==> src/rtl/v_rr_sel_pkg.sv <==
// Shared types and constants for the 8-way round-robin select arbiter.
// Latency: n/a (declarations only).
// Backpressure: n/a.
package v_rr_sel_pkg;

    localparam int N_REQ  = 8;
    localparam int PTR_W  = 3;
    localparam int HOLD_W = 4;

    // Encoding 2'd3 is unused and recovers to IDLE in the arbiter.
    typedef enum logic [1:0] {
        ST_IDLE  = 2'd0,
        ST_OFFER = 2'd1,
        ST_OWN   = 2'd2
    } state_e;

    // Next round-robin start position; wraps 7 -> 0 by width.
    function automatic logic [PTR_W-1:0] ptr_next(input logic [PTR_W-1:0] p);
        return p + 1'b1;
    endfunction

endpackage

==> src/rtl/v_rr_sel_pick8.sv <==
// Rotate-and-priority search: first set req bit at or above ptr, wrapping modulo 8.
// Latency: purely combinational.
// Backpressure: none; any=0 when no requester is active.
module v_rr_pick8
    import v_rr_sel_pkg::*;
(
    input  logic [N_REQ-1:0] req,
    input  logic [PTR_W-1:0] ptr,
    output logic [PTR_W-1:0] idx,
    output logic             any
);

    logic [2*N_REQ-1:0] dbl;
    logic [N_REQ-1:0]   rot;
    logic [PTR_W-1:0]   off;

    // Rotate req so ptr lands at bit 0, take the lowest set bit, then rotate back by adding ptr.
    always_comb begin
        dbl = {req, req} >> ptr;
        rot = dbl[N_REQ-1:0];
        off = '0;
        for (int k = N_REQ - 1; k >= 0; k--) begin
            if (rot[k]) begin
                off = PTR_W'(k);
            end
        end
        idx = ptr + off;
        any = |req;
    end

endmodule

==> src/rtl/v_rr_sel_arb8.sv <==
// Round-robin 8-way arbiter with offer/accept handshake, owned grant, and forced release after MAX_HOLD cycles.
// Latency: sel_valid one cycle after req is sampled in IDLE; owned one cycle after acceptance.
// Backpressure: the offer is held stable until sel_ready; a one-cycle IDLE bubble follows every release.
module v_rr_sel_arb8
    import v_rr_sel_pkg::*;
#(
    parameter int MAX_HOLD = 15
)
(
    input  logic             clk,
    input  logic             rst_n,
    input  logic [N_REQ-1:0] req,
    output logic [PTR_W-1:0] sel,
    output logic             sel_valid,
    input  logic             sel_ready,
    input  logic             rel,
    output logic             owned,
    output logic             timeout
);

    state_e              state_q, state_d;
    logic [PTR_W-1:0]    sel_q, sel_d;
    logic                sel_valid_q, sel_valid_d;
    logic                owned_q, owned_d;
    logic                timeout_q, timeout_d;
    logic [PTR_W-1:0]    ptr_q, ptr_d;
    logic [HOLD_W-1:0]   hold_q, hold_d;

    logic [PTR_W-1:0]    pick_idx;
    logic                pick_any;
    logic                hold_last;

    v_rr_pick8 u_pick (
        .req (req),
        .ptr (ptr_q),
        .idx (pick_idx),
        .any (pick_any)
    );

    assign hold_last = (hold_q == HOLD_W'(MAX_HOLD - 1));

    // State register; reset abandons any offer or grant immediately.
    always_ff @(posedge clk or negedge rst_n) begin
        if (!rst_n) begin
            state_q <= ST_IDLE;
        end else begin
            state_q <= state_d;
        end
    end

    // Next-state logic; rel wins over the hold limit, and the spare encoding falls back to IDLE.
    always_comb begin
        state_d = state_q;
        case (state_q)
            ST_IDLE:  if (pick_any)            state_d = ST_OFFER;
            ST_OFFER: if (sel_ready)           state_d = ST_OWN;
            ST_OWN:   if (rel || hold_last)    state_d = ST_IDLE;
            default:                           state_d = ST_IDLE;
        endcase
    end

    // Output and datapath next values, all landing in registers so no input reaches an output combinationally.
    always_comb begin
        sel_d       = sel_q;
        sel_valid_d = 1'b0;
        owned_d     = 1'b0;
        timeout_d   = 1'b0;
        ptr_d       = ptr_q;
        hold_d      = hold_q;
        case (state_q)
            ST_IDLE: begin
                if (pick_any) begin
                    sel_d       = pick_idx;
                    sel_valid_d = 1'b1;
                end
            end
            ST_OFFER: begin
                if (sel_ready) begin
                    owned_d = 1'b1;
                    ptr_d   = ptr_next(sel_q);
                    hold_d  = '0;
                end else begin
                    sel_valid_d = 1'b1;
                end
            end
            ST_OWN: begin
                hold_d = hold_q + 1'b1;
                if (rel) begin
                    owned_d = 1'b0;
                end else if (hold_last) begin
                    timeout_d = 1'b1;
                end else begin
                    owned_d = 1'b1;
                end
            end
            default: begin
                sel_valid_d = 1'b0;
            end
        endcase
    end

    // Output and datapath registers.
    always_ff @(posedge clk or negedge rst_n) begin
        if (!rst_n) begin
            sel_q       <= '0;
            sel_valid_q <= 1'b0;
            owned_q     <= 1'b0;
            timeout_q   <= 1'b0;
            ptr_q       <= '0;
            hold_q      <= '0;
        end else begin
            sel_q       <= sel_d;
            sel_valid_q <= sel_valid_d;
            owned_q     <= owned_d;
            timeout_q   <= timeout_d;
            ptr_q       <= ptr_d;
            hold_q      <= hold_d;
        end
    end

    assign sel       = sel_q;
    assign sel_valid = sel_valid_q;
    assign owned     = owned_q;
    assign timeout   = timeout_q;

endmodule
==> config.mk <==
export PLATFORM = sky130hd
export DESIGN_NAME = v_rr_sel_arb8
export DESIGN_NICKNAME = d
export VERILOG_FILES = /design/src/rtl/v_rr_sel_pkg.sv /design/src/rtl/v_rr_sel_pick8.sv /design/src/rtl/v_rr_sel_arb8.sv
export SDC_FILE = /design/constraint.sdc
export NUM_CORES = 1
export LEC_CHECK = 0
export CAP_MARGIN = 30
export CORE_MARGIN = 4
export CORE_UTILIZATION = 35
export CTS_CLUSTER_DIAMETER = 50
export DETAILED_ROUTE_END_ITERATION = 16
export PLACE_DENSITY = 0.57
export SYNTH_ARGS = -nofsm -noshare
export SYNTH_HDL_FRONTEND = slang
export SYNTH_SLANG_ARGS = --single-unit
==> constraint.sdc <==
create_clock -name clk -period 3.4 [get_ports clk]
set_input_delay 0.34 -clock clk [delete_from_list [all_inputs] [get_ports clk]]
set_output_delay 0.34 -clock clk [all_outputs]
set_load 0.02 [all_outputs]
==> results of run 1 <==
-- state kept, by name, indices dropped and copies added, names as in the netlist --
| register | flops |
|---|---|
| state_q | 2 |
| owned | 1 |
| sel | 3 |
| hold_q | 4 |
| timeout | 1 |
| sel_valid | 1 |
| ptr_q | 3 |
-- how the worst max path moves through the flow --
stage / startpoint / to / slack (ps) / cells after the start
after CTS: ptr_q[1] / sel[2] / 690 / 11
after global routing: ptr_q[1] / sel[2] / 460 / 11
after global placement: req[5] / sel[2] / 560 / 12
after detailed placement: req[5] / sel[2] / 500 / 12
after floorplan: ptr_q[1] / sel[2] / 980 / 11
final: ptr_q[1] / sel[2] / 700 / 11
-- where the power goes --
part | switching [mW] | internal [mW]
logic | 0.355 | 0.328
registers | 0.106 | 0.253
clock network | 0.0587 | 0.0456
-- synth_stat cells, types with 3 or more instances --
library cell   n  area, µm²
nand2_1       17       63.8
dfrtp_1       15        375
inv_1         13       48.8
o21ai_0       12       60.1
mux2i_1       10        100
a21oi_1        7       35.0
ha_1           7       87.6
nor2b_1        6       37.5
a211oi_1       5       37.5
nor2_1         5       18.8
nand2b_1       4       25.0
a31oi_1        3       18.8
mux2_2         3       33.8
nand3_1        3       15.0
-- cells by family after synthesis --
logic type	synth area share, %
DFF	30.0
muxes	10.7
xor gates and xnor gates	1.40
AOI/OAI and AO/OA	22.1
and+or+nand+nor	19.6
buffers and inverters	6.79
adders and majority gates	9.49
-- layer usage --
metal	share of wire, %	wire length (µm)	vias up	global-route usage (%)
met2	48	1400	27	23.7
met3	4.6	132	4	2.13
met4	1.3	39	0	5.21
li1	-	-	550	-
met5	0	0	-	0
met1	46	1330	544	18.1
-- final cells by class --
class | count | area (µm²) | share of cell area [%]
clock buffers | 4 | 26.3 | 1.78
multi-input cells | 111 | 792 | 53.6
inverters | 13 | 48.8 | 3.30
repair buffers | 18 | 178 | 12.0
well taps | 46 | 57.6 | 3.89
flip-flops and latches | 15 | 375 | 25.4
==> metrics.txt, run 1 <==
worst-path cell chain mux2i_1 -> inv_1 -> o21ai_0 -> a21oi_1 -> a2111oi_2 -> a22o_1 -> ha_1 -> inv_1 -> fa_1 -> xor2_1 -> o21ai_1; Max-cap violations 0; register area share after synthesis 30.0%; Mapped Area 1250 µm²; initial core utilization between 30% and 40%; row count 21; Setup WS pre-CTS 495 ps; Final Hold Viols 0; CTS tree yes; min Tclk post-route ~2700 ps; DR pass1 iterations 4; WP buf/inv 2; async set-or-reset flop fraction in the synthesized netlist 100%; most frequent CP cell inv_1; Warnings, synthesis 0; DP Wirelength 2.25 mm; layout net count approximately 180; I/O pin count 18; antenna fix cells 0; antenna violations before repair 0; Initial DRC Count 142; final instance area 1480 µm²; cell count after synthesis 145; Crit Path Class reg2reg; worst-path maximum fanout 8; maximum vdd drop around 0.38 mV; area of the core around 3400 µm²; Chip Width 67.8 µm; total gr overflow 0; status completed; Hold-fix buffers, CTS 0; final RePlAce weighted congestion 0.821; Worst-path clk slew 90 ps; Post-CTS Setup Inserts 0; Pwr Density 775 nW/µm²; Arr. time, crit path 2910 ps; H-tree levels 1; commonest cells after routing, fill and taps aside nand2_1, clkdlybuf4s50_1, dfrtp_1, inv_1, o21ai_0; die height 67.8 µm; Total GRT Usage 14.0%; crit share post-route approximately 79%; drt total wl 2.90 mm; Worst Setup Start Kind register; ANT nets after route 0; wire length per cell 14.0 µm; final setup violation count 0; #FFs+latches synth 15; post_cts resized 0; DR vias/cell 5.43; Post-Layout Cell Count about 210; leak pwr about 0.63 nW; Max Slew Vio Count 0; first-pass GRT wire length 5.02 mm; Post-synth EDFFs 0; Worst Setup End Kind register; flop-to-flop setup slack ~700 ps; Setup WS post-layout 703 ps; CP peak stage delay 580 ps; fraction of layout instances using a drive strength above 1 around 8.1%; die footprint 4600 µm²; worst slew pin tran 669 ps; final core utilization a little over two fifths; Max transition margin 55.2%; FMAX 371 MHz; Num CTS Buffers 3; vias in the first global route about 1100; RSZ-0062 raised after global routing no; Reg2Reg Depth 11; Sink Count 15; Mapped Nets 165; worst hold-check path type in2async; Worst Path Required 3610 ps; via count 1125; Fillers 347; Post-DP Area ~1500 µm²; DRC viols 0; worst r2r src ptr_q[1]; Clock Latency Late Sink ~280 ps; post-synthesis cell type count 44; Inst Count DP slightly above 200; Synth Flop Type dfrtp_1; R2R Path End sel[2]; CP delay by family, top compound AO/OA/AOI/OAI gates; Root Buffer clkbuf_4; clock buffer depth 2; Area growth syn-to-layout 18.0%; Total Neg Setup Slack 0 ps; largest net degree at the start of global routing 19; syn_area_per_cell 8.64 µm²; total power 1.15 mW; Clock Skews 4.08 ps; Slowest-stage cell, CP dfrtp_1; I/O Buffers 17; hold_ws 457 ps
Power figures use the tool's default switching activity.
==> run 2, diff against run 1 <==
==> constraint.sdc (replaced) <==
create_clock -name clk -period 2.74 [get_ports clk]
set_input_delay 0.274 -clock clk [delete_from_list [all_inputs] [get_ports clk]]
set_output_delay 0.274 -clock clk [all_outputs]
set_load 0.02 [all_outputs]
==> metrics.txt, run 2 (synthesized netlist as in run 1, its figures left out) <==
final setup violation count 0 (unchanged); Fillers 335 (-3.5%); Arr. time, crit path 2710 ps (-200 ps); Chip Width 67.8 µm (unchanged); clock buffer depth 2 (unchanged); crit share post-route 91.4% (+12 points); multi-input logic area 802 µm² (+1.3%); via count 1164 (+3.5%); worst slew pin tran 675 ps (+6.00 ps); CTS tree yes; Max Slew Vio Count 0 (unchanged); Clock Skews 3.76 ps (-0.319 ps); total power 1.54 mW (+34%); Area growth syn-to-layout 25.6%; flop-to-flop setup slack 240 ps (-470 ps); min Tclk post-route 2500 ps (-193 ps); Max transition margin 54.8% (-0.40 points); Worst-path clk slew 90 ps (about the same); R2R Path End sel[1]; I/O pin count 18 (unchanged); Sink Count 15 (unchanged); final RePlAce weighted congestion 0.912 (+11%); area of the core 3390 µm² (unchanged); Worst Setup Start Kind register; WP buf/inv 3 (+1); max reg flops 4 (unchanged); status completed; Root Buffer clkbuf_4; worst r2r src ptr_q[1]; row count 21 (unchanged); FMAX 399 MHz (+7.7%); die height 67.8 µm (unchanged); Worst Setup End Kind register; layout net count 193 (+6.0%); Hold-fix buffers, CTS 0 (unchanged); maximum vdd drop 0.443 mV (+16%); worst-path maximum fanout 7 (-1); Worst setup startpoint ptr_q[1]; Worst Path Required 2950 ps (-660 ps); Crit Path Class reg2reg; DP Wirelength 2.38 mm (+6.0%); DR pass1 iterations 4 (unchanged); drt total wl 3.11 mm (+7.3%); ANT nets after route 0 (unchanged); most frequent CP cell buf_4; total gr overflow 0 (unchanged); initial core utilization 37.0% (unchanged); Post-DP Area 1520 µm² (+4.7%); worst hold-check path type in2async; CP peak stage delay 480 ps (-100 ps); final instance area 1570 µm² (+6.4%); Final Hold Viols 0 (unchanged); DR vias/cell 5.34 (-1.8%); DRC viols 0 (unchanged); largest net degree at the start of global routing 16 (-3); first-pass GRT wire length 5.12 mm (+2.1%); Total GRT Usage 14.5% (+0.46 points); antenna fix cells 0 (unchanged); fraction of layout instances using a drive strength above 1 16.3% (+8.2 points); die footprint 4600 µm² (unchanged); CP delay by family, top compound AO/OA/AOI/OAI gates; vias in the first global route 1141 (+0.80%); I/O Buffers 17 (unchanged); Slowest-stage cell, CP dfrtp_2; Max-cap violations 0 (unchanged); Initial DRC Count 72 (-49%); leak pwr 0.689 nW (+8.6%); worst-path cell chain buf_4 -> mux2i_2 -> buf_4 -> mux2i_1 -> a311oi_2 -> o21ai_0 -> a22o_1 -> ha_1 -> inv_1 -> fa_1 -> o21ai_1; Total Neg Setup Slack 0 ps (unchanged); H-tree levels 1 (unchanged); Reg area 377 µm² (+0.33%); Clock Latency Late Sink 280 ps (about the same); wire length per cell 14.3 µm (+1.9%); antenna violations before repair 0 (unchanged); Num CTS Buffers 3 (unchanged); Most flops, register hold_q; commonest cells after routing, fill and taps aside nand2_1, clkdlybuf4s50_1, dfrtp_1, inv_1, buf_4; CP endpoint sel[1]; Crit path depth 11 (unchanged); Reg2Reg Depth 11 (unchanged); Pwr Density 978 nW/µm² (+26%)
-- run 2: how the worst min path moves through the flow --
stage	slack, ps	end
6_report	390	hold_q[3]
5_1_grt	440	ptr_q[2]
4_1_cts	420	ptr_q[2]
3_5_place_dp	520	sel[1]
3_3_place_gp	510	sel[1]
2_1_floorplan	-20	hold_q[0]
-- run 2: area by class of cell --
type                       count  share of cell area (%)
multi-input combinational    111                    51.0
sequential                    15                    23.9
timing repair buffer          29                    16.5
tap                           46                    3.66
inverter                      13                    3.10
clock buffer                   3                    1.43
clock inverter                 1                   0.318
-- run 2: what timing repair did --
item | in CTS | in global routing
buffers inserted | 0 | 2
setup endpoints to repair | 0 | 2
gates resized for setup | 0 | 4
-- run 2: through the flow --
step | setup WS, ps | utilization (%) | std cells | hold slack, ps
6_report | 236 | 46.4 | 218 | 395
5_1_grt | -2.26 | 46.4 | 218 | 444
4_1_cts | 107 | 45.6 | 216 | 419
3_5_place_dp | -27.8 | 44.8 | 212 | 524
3_3_place_gp | 20.2 | 44.8 | 212 | 505
2_1_floorplan | 324 | - | 145 | -21.6
-- run 2: layer usage --
metal	wire length, µm	up-vias	global-route usage (%)
li1	-	574	-
met1	1370	547	18.1
met2	1510	37	24.8
met3	183	6	2.13
met4	55	0	6.45
met5	0	-	0
-- run 2: power by group --
group          internal [mW]  switching, mW  leakage (nW)
Combinational          0.488          0.509         0.482
Clock                 0.0542         0.0712        0.0177
Sequential             0.316         0.0997         0.189
Total                  0.858          0.679         0.689
==> variant: new RTL, flow settings as in run 2 <==
Set the package constant `PTR_W` to 2 (it was 3).
--- a/src/rtl/v_rr_sel_pkg.sv
+++ b/src/rtl/v_rr_sel_pkg.sv
@@ -4,7 +4,7 @@
 package v_rr_sel_pkg;
 
     localparam int N_REQ  = 8;
-    localparam int PTR_W  = 3;
+    localparam int PTR_W  = 2;
     localparam int HOLD_W = 4;
 
     // Encoding 2'd3 is unused and recovers to IDLE in the arbiter.
Ports: changed (resized sel); port bits go from 18 to 17. No check against the original RTL was run, so the function may have changed too.
==> variant against run 2 <==
  * Sequential cell count fell by 2
  * Area after synthesis fell by 23%
  * Fmax rose by 0.25%
  * Total power fell by 30%
  * Final cell count fell by 33%
  * Sequential power fell by 14%
  * Design area fell by 23%
  * Largest power group unchanged
  * Clock skew fell by 0.0012 ns
  * Core utilization rose by 0.94 points
  * Setup slack improved by 0.0062 ns
  * Routed wire length fell by 37%
  * Combinational power fell by 40%
==> variant: results (changes against run 2) <==
port bufs=16 (was 17); delay-heaviest family, CP=multiplexers (was compound AO/OA/AOI/OAI gates); largest net degree at the start of global routing=14 (was 16); Post-Syn Nets=110 (was 165); Total Routing Usage GR=12.0% (was 14.5%); Lkg Pwr=0.000518 uW (was 0.000689 uW); first-pass GRT wire length=3270 um (was 5120 um); post-route clock skew=0.00259 ns (was 0.00376 ns); hpwl dp=1590 um (was 2380 um); top-area cell type share of the netlist area=33.9% (was 30.0%); Synth top cells by count=dfrtp_1, nand2_1, o21ai_0, inv_1, ha_1 (was nand2_1, dfrtp_1, inv_1, o21ai_0, mux2i_1); post-synth cell types=31 (was 44); share of cells above drive strength 1=12.2% (was 16.3%); synth top area cells=dfrtp_1, mux4_1, ha_1, mux4_2, o21ai_0 (was dfrtp_1, mux2i_1, ha_1, nand2_1, o21ai_0); CP max stage delay=0.65 ns (was 0.48 ns); # fillers=248 (was 335); status=completed (unchanged); worst hold path class=primary input to asynchronous set/reset pin (unchanged); Max VDD drop=620 uV (was 443 uV); WL/cell=13.5 um (was 14.3 um); Max-slew headroom=59.2% (was 54.8%); sequential area share after synthesis=33.9% (was 30.0%); Slowest cell on crit path=mux4_1 (was dfrtp_2); wire length on met2=1010 um (was 1510 um); Final nets=134 (was 193); routed wl met3=79 um (was 183 um); Top Metal Used=met3 (was met4); GPL Wtd Cong=0.825 (was 0.912); M1 WL=869 um (was 1370 um)
[variant: cell types whose count changed in the layout (fill, tap and decap cells not counted), moves of 2 or more]
cell and change:
mux4_1 +5, mux4_2 +3, nand2b_1 -4, nand2_1 -4
o21ai_1 -2, inv_1 -6, mux2_2 -2, a211oi_1 -5
mux2i_1 -8, nand3_1 -2, a21oi_1 -4, buf_4 -6
nor2b_1 -4
[variant: area by class of cell]
class                           count  share of cell area, %
Sequential cell                    13                   27.0
Clock buffer                        4                   2.18
Multi-Input combinational cell     69                   48.5
Tap cell                           30                   3.12
Inverter                            7                   2.18
Timing Repair Buffer               22                   17.0
[variant: logic make-up (layout without fill, tap and decap cells)]
family | Yosys count | after routing | synth area share, %
AND/OR/NAND/NOR | 31 | 31 | 15.7
AO/OA/AOI/OAI | 20 | 20 | 12.7
flip-flops | 13 | 13 | 33.9
multiplexers | 10 | 10 | 23.0
buffers and inverters | 10 | 33 | 5.09
adder cells (fa/ha/maj) | 6 | 6 | 7.83
XOR/XNOR | 2 | 2 | 1.83
[variant: worst reg2reg max path: stages, from the launching register on]
cell     delay [ns]
dfrtp_1        0.52
mux4_1         0.65
or3_1          0.39
a21oi_1        0.14
nor2_1         0.06
ha_1           0.18
xor2_1         0.15
and3_1         0.17
o31ai_2        0.16
[variant: report_power, final]
group | internal, uW | switching [uW] | leakage, uW | total [uW]
Clock | 56.4 | 66.6 | 0.0000150 | 123
Combinational | 319 | 283 | 0.000336 | 602
Sequential | 266 | 91.5 | 0.000167 | 358
Total | 641 | 441 | 0.000518 | 1080
[variant: path summary, 6_finish.rpt]
check | from | endpoint | slack, ns | depth (start not counted)
hold / removal | rst_n | sel[1] | 0.37 | 1
setup / recovery | ptr_q[0] | sel[1] | 0.24 | 8
setup reg to reg | ptr_q[0] | sel[1] | 0.24 | 8
max in group asynchronous | rst_n | hold_q[0] | 1.97 | 1
min in group clk | sel[1] | sel[1] | 0.55 | 2
hold reg to reg | sel[1] | sel[1] | 0.55 | 2
[variant: per-stage QoR]
stage / hold slack, ns / cell area [um2] / setup WS (ns) / instances
6_report: 0.371 / 1200 / 0.242 / 145
3_5_place_dp: 0.541 / 1180 / 0.0728 / 141
2_1_floorplan: -0.0216 / 958 / 0.424 / 92
4_1_cts: 0.402 / 1200 / 0.206 / 145
3_3_place_gp: 0.517 / 1180 / 0.119 / 141
5_1_grt: 0.419 / 1200 / 0.0464 / 145
[variant: metal layers]
layer,GRT usage (%),vias up
met1,13.1,371
met3,3.83,0
met2,23.1,11
met5,0,-
li1,-,391
met4,0.949,0
